**config.mk**
```make
export PLATFORM = sky130hd
export DESIGN_NAME = class_vote_filter
export DESIGN_NICKNAME = d
export VERILOG_FILES = /design/src/rtl/class_vote_filter_pkg.sv /design/src/rtl/class_seg_decode.sv /design/src/rtl/class_vote_filter.sv
export SDC_FILE = /design/constraint.sdc
export NUM_CORES = 1
export LEC_CHECK = 0
export ABC_AREA = 1
export CAP_MARGIN = 30
export CORE_MARGIN = 2
export CORE_UTILIZATION = 46
export DETAILED_ROUTE_END_ITERATION = 16
export PLACE_DENSITY = 0.75
export SLEW_MARGIN = 0
export SYNTH_ARGS = -nofsm -noshare
export SYNTH_HDL_FRONTEND = slang
export SYNTH_SLANG_ARGS = --single-unit
```
**constraint.sdc**
```tcl
create_clock -name clk -period 3 [get_ports clk]
set_clock_uncertainty 0.2 [all_clocks]
set_input_delay 0.75 -clock clk [delete_from_list [all_inputs] [get_ports clk]]
set_output_delay 0.75 -clock clk [all_outputs]
set_load 0.1 [all_outputs]
```
**src/rtl/class_vote_filter_pkg.sv**
```systemverilog
// Shared constants and types for the classifier vote filter: the disagree code,
// the commit FSM states and the 7-segment glyph table.
package class_vote_filter_pkg;

    localparam logic [3:0] DISAGREE = 4'hF;

    typedef enum logic [1:0] {
        EMPTY  = 2'd0,
        TRACK  = 2'd1,
        LOCKED = 2'd2
    } vote_state_t;

    // Bit order {g,f,e,d,c,b,a}, active-high. Entry F is a bare dash (g only).
    localparam logic [6:0] SEG_LUT [16] = '{
        7'b0111111, 7'b0000110, 7'b1011011, 7'b1001111,
        7'b1100110, 7'b1101101, 7'b1111101, 7'b0000111,
        7'b1111111, 7'b1101111, 7'b1110111, 7'b1111100,
        7'b0111001, 7'b1011110, 7'b1111001, 7'b1000000
    };

endpackage

```
**src/rtl/class_seg_decode.sv**
```systemverilog
// 4-bit class to 7-segment glyph; purely combinational, blanking is done by the caller.
module class_seg_decode
    import class_vote_filter_pkg::*;
(
    input  logic [3:0] i_class,
    output logic [6:0] o_seg
);

    assign o_seg = SEG_LUT[i_class];

endmodule

```
**src/rtl/class_vote_filter.sv**
```systemverilog
// Samples two classifier outputs once per prescaler period and commits a class
// only after STABLE_COUNT consecutive identical samples; disagreement votes as 4'hF.
module class_vote_filter
    import class_vote_filter_pkg::*;
#(
    parameter logic [23:0] MAX_COUNT    = 24'd10_000_000,
    parameter int unsigned STABLE_COUNT = 4
) (
    input  logic       clk,
    input  logic       rst_n,
    input  logic       ena,
    input  logic [3:0] perc_class,
    input  logic [3:0] bnn_class,
    output logic [3:0] out_class,
    output logic       out_valid,
    output logic       locked,
    output logic [6:0] seg
);

    localparam logic [3:0] STABLE = 4'(STABLE_COUNT);

    logic [23:0]  r_presc;
    logic [3:0]   r_run;
    logic [3:0]   r_last_cand;
    logic [3:0]   r_out_class;
    logic         r_out_valid;
    logic         r_committed;
    vote_state_t  r_state;

    logic         w_strobe;
    logic [3:0]   w_cand;
    logic         w_match;
    logic [3:0]   w_run_nxt;
    logic         w_reach;
    logic         w_commit;
    logic [6:0]   w_seg;

    assign w_strobe  = ena && (r_presc == MAX_COUNT - 24'd1);
    assign w_cand    = (perc_class == bnn_class) ? perc_class : DISAGREE;
    assign w_match   = (w_cand == r_last_cand);
    // A mismatch always restarts the run at 1, even when the old run was one short.
    assign w_run_nxt = !w_match ? 4'd1 :
                       (r_run >= STABLE) ? STABLE : r_run + 4'd1;
    assign w_reach   = (w_run_nxt == STABLE);
    // Staying LOCKED on a continued match is not a new commit.
    assign w_commit  = w_strobe && w_reach && !(r_state == LOCKED && w_match);

    always_ff @(posedge clk or negedge rst_n) begin
        if (!rst_n) begin
            r_presc <= '0;
        end else if (ena) begin
            r_presc <= (r_presc == MAX_COUNT - 24'd1) ? '0 : r_presc + 24'd1;
        end
    end

    always_ff @(posedge clk or negedge rst_n) begin
        if (!rst_n) begin
            r_state     <= EMPTY;
            r_run       <= '0;
            r_last_cand <= '0;
            r_out_class <= '0;
            r_out_valid <= 1'b0;
            r_committed <= 1'b0;
        end else begin
            r_out_valid <= 1'b0;
            if (w_strobe) begin
                r_run       <= w_run_nxt;
                r_last_cand <= w_cand;
                r_state     <= w_reach ? LOCKED : TRACK;
            end
            if (w_commit) begin
                r_out_class <= w_cand;
                r_out_valid <= !r_committed || (w_cand != r_out_class);
                r_committed <= 1'b1;
            end
        end
    end

    class_seg_decode u_seg (
        .i_class (r_out_class),
        .o_seg   (w_seg)
    );

    assign out_class = r_out_class;
    assign out_valid = r_out_valid;
    assign locked    = (r_state == LOCKED);
    assign seg       = r_committed ? w_seg : 7'b0;

endmodule

```
==> results.md, run 1 <==
- Clock-pin slew was measured on the worst setup and hold paths at roughly 70 ps.
- The first element of the critical path is out_class[3].
- The worst-skew pair later-pin latency is 290 ps.
- The slew at the pin closest to its max-slew limit is between 500 and 600 ps.
- Setup violations remaining at the end of the flow were counted as 0.
- In this run the deepest clock path goes through 2 buffers.
- 0 antenna diodes ended up in the layout.
- The largest net degree at the start of global routing is 22.
- The site row count is 27.
- The number of global-route vias before repair is roughly 2.2k.
- Of the synthesized area, sequential elements account for 39.1%.
- Internal power comes to 852 uW.
- Combinational logic is responsible for 16.7% of the overall power.
- The flip-flop and latch count after synthesis is 40.
- The number of nets still failing antenna checks after routing is 0.
- STA puts the critical path data required time at between 2000 and 2500 ps.
- Setup repair after global routing left no endpoint under its margin.
- At the worst endpoint, the arrival time is between 1500 and 2000 ps.
- The per-instance average area after synthesis is 7.29 sq um.
- The number of antenna violations at the first check in global routing is 0.
- On the worst path, the slowest cell contributes a delay of 520 ps.
- The startpoint kind of the worst setup timing path is a flop.
- The area growth from synthesis to layout is 23.9%.
- The switching power is 354 uW.
- The CTS tree is done.
- After layout, the design draws a total of between 1 and 1.5 mW.
- The mapped netlist covers 2560 sq um.
- The wire length per cell after detailed routing is 12.3 microns.
- The DRC violation total after the first TritonRoute iteration is between 150 and 200.
- In the routed layout, each cell is associated on average with a via count of 5.15.
- The final estimated routing congestion in global placement is between 0.9 and 1.
- The switching part of the total is 29.4%.
- The max-slew violation count came to 0.
- After the last flow step, the layout net total stands at 405.
- The die is ~80 microns wide.
- For this design the top-level I/O count stands at 24.
- The number of vias in the routed layout is approximately 2.4k.
- For this design the static power due to leakage is between 1.5 and 2 nW.
- The clock net in this run drives a total of 40 sinks.
- During placement, the flow inserted port buffers numbering 23.
- The type of the most critical hold path is input port to asynchronous set/reset pin.
- The total of cells resized after clock tree synthesis is 0.
- The number of detailed-routing iterations run before antenna repair is 4.
- The tree is rooted in a clkbuf_8.
- The number of different library cells used by synthesis comes to 31.
- The first-pass GRT wire length is slightly below 10000 microns.
- Fill cells in the final layout number 493.
- The fraction of final layout cells sized beyond drive strength 1 is between 10% and 20%.
- The total die area is around 6000 sq um.
- The highest net fanout along the worst path is 11.
- Across the VDD grid, the largest voltage drop is ~0.00024 V.
- The HPWL after detailed placement is 4330 microns.
- In this run the power density over the cells is roughly 380 nW/um^2.
- In this run the number of H-tree levels came out at 2.
- Headroom to the max-slew limit came out at between 60% and 70%.
- In this run, post-CTS hold repair placed 0 buffers.
- In the global route stage, overall resource usage came out at ~20%.
- The tool flagged a number of max-cap violations equal to 0.
- The count of warnings emitted by yosys is 0.
- The final worst-path cycle share is 94.3%.
- The worst setup path is of the flop to output pin kind.
- Of the total power, registers draw a little over half.
- Wires add up to roughly 5600 microns.
- The post-CTS setup-driven buffer insertion count is 0.
- Clock tree synthesis inserted a total of 5 buffers.
- The overflow left after global routing is 0.
- The post-route setup TNS is 0 ps.
- The post-layout minimum cycle time is between 2000 and 3000 ps.
- Walking the worst path, the cells encountered are inv_1, o21ai_0, o32ai_1, nor2_4, buf_12.
- In this run the critical register-to-register path is launched from r_presc[0].
- Once the floorplan was initialized, standard cells occupied 47.1% of the core.
- After floorplanning, the core was sized to cover 5440 sq um.
- The peak clock frequency supported by timing is 353 MHz.
- In the routed design, unresolved DRC markers number 0.
- The cell type of the slowest stage on the worst timing path is dfrtp_4.
- The worst setup path is captured at an output pin.
- The hold violation total from the final report is 0.
- The clock network accounts for between 30% and 40% of the total power.
- The number of cells produced by synthesis is 351.
- The run finished with clean final reports.
- The height of the die is between 70 and 80 microns.
- The net count after synthesis is around 370.
## path summary, 6_finish.rpt
kind	slack (ps)	cells after the start	endpoint
max	170	5	seg[5]
max in group asynchronous	1830	2	out_class[1]
min in group clk	270	1	r_presc[20]
max reg2reg	780	10	r_presc[14]
min reg2reg	270	1	r_presc[20]
min	220	1	r_presc[18]
## flip-flops by register name (all words and copies together) (netlist names)
| register | count |
|---|---|
| r_last_cand | 4 |
| r_state | 2 |
| out_valid | 1 |
| r_presc | 24 |
| r_run | 4 |
| r_committed | 1 |
| out_class | 4 |
## critical path, delay by kind of cell (launching register included)
family          cells  cell delay (ps)
compound gates      2              490
simple gates        1               60
flops               1              520
buf+inv             2              520
## metal layers
| layer | share of wire (%) | routed length [microns] | vias up | track usage (%) |
|---|---|---|---|---|
| met1 | 48 | 2740 | 1094 | 25.6 |
| met5 | 0 | 0 | - | 0 |
| met2 | 47 | 2630 | 57 | 33.2 |
| met4 | 1.0 | 59 | 0 | 5.96 |
| met3 | 3.8 | 216 | 5 | 3.56 |
| li1 | - | - | 1213 | - |
## kinds of logic after synthesis
group	synth area share (%)
DFF	39.1
adders and majority gates	3.42
buffers and inverters	10.7
AOI/OAI and AO/OA	10.3
xor gates and xnor gates	4.11
and+or+nand+nor	32.5
## power groups by stage
stage	registers [mW]	logic, mW	clock network (mW)
5_1_grt	0.646	0.234	0.400
6_report	0.637	0.201	0.368
3_3_place_gp	0.644	0.191	0
2_1_floorplan	0.633	0.140	0
3_5_place_dp	0.646	0.201	0
4_1_cts	0.636	0.201	0.376
## synthesized netlist by cell type
library cell  count  area, sq um
nand2_1          79          297
inv_1            54          203
dfrtp_1          40         1000
nor2_1           30          113
o21ai_0          23          115
nand3_1          20          100
a21oi_1          17         85.1
nand4_1          15         93.8
nor3_1           14         70.1
xor2_1           12          105
ha_1              7         87.6
inv_2             6         22.5
nor2_2            5         31.3
nand3_2           4         40.0
clkbuf_1          3         11.3
nand2_2           3         18.8
buf_2             2         10.0
buf_6             2         22.5
nor3_2            2         20.0
o21a_1            2         15.0
a211oi_1          1         7.51
a311oi_1          1         8.76
a31oi_1           1         6.26
clkinv_1          1         3.75
nand3_4           1         17.5
nand4_2           1         12.5
nor2_4            1         11.3
nor4_1            1         6.26
o2111ai_1         1         8.76
o31ai_1           1         7.51
o32ai_1           1         8.76
## cell usage in the layout (no fill, tap or decap), drive strengths merged
master and count:
nor3 16, a31oi 1, nor2 36, nor4 1
a311oi 1, a211oi 1, o2111ai 1, nand3 25
a21oi 17, o31ai 1, xor2 12, inv 60
clkinv 1, ha 7, dfrtp 40, o21a 2
nand2 82, clkdlybuf4s50 9, o32ai 1, clkbuf 8
buf 27, o21ai 23, nand4 16
## metrics by stage
step / instance area [sq um] / hold WS [ps] / util (%) / setup WS, ps / std cells
6_report: 3170 / 215 / 58.3 / 170 / 460
5_1_grt: 3170 / 247 / 58.3 / 96.7 / 460
4_1_cts: 3170 / 224 / 58.3 / 166 / 460
3_5_place_dp: 3080 / 254 / 56.7 / 24.4 / 452
3_3_place_gp: 3080 / 246 / 56.7 / 86.0 / 452
2_1_floorplan: 2670 / 233 / - / 2.59 / 351
## cell type report
| cell class | count | area (sq um) | share of cell area, % |
|---|---|---|---|
| Clock buffer | 8 | 90.1 | 2.84 |
| Inverter | 61 | 230 | 7.26 |
| Multi-Input combinational cell | 243 | 1370 | 43.1 |
| Sequential cell | 40 | 1020 | 32.0 |
| Tap cell | 72 | 90.1 | 2.84 |
| Timing Repair Buffer | 36 | 378 | 11.9 |
No activity file was read; power rests on OpenSTA's default activity.
==> run 2: changes to the inputs <==
--- a/config.mk
+++ b/config.mk
@@ -11,7 +11,6 @@
 export CORE_UTILIZATION = 46
 export DETAILED_ROUTE_END_ITERATION = 16
 export PLACE_DENSITY = 0.75
-export SLEW_MARGIN = 0
 export SYNTH_ARGS = -nofsm -noshare
 export SYNTH_HDL_FRONTEND = slang
 export SYNTH_SLANG_ARGS = --single-unit
==> results of run 2 <==
Final layout, timing and power as in run 1 (identical DEF).
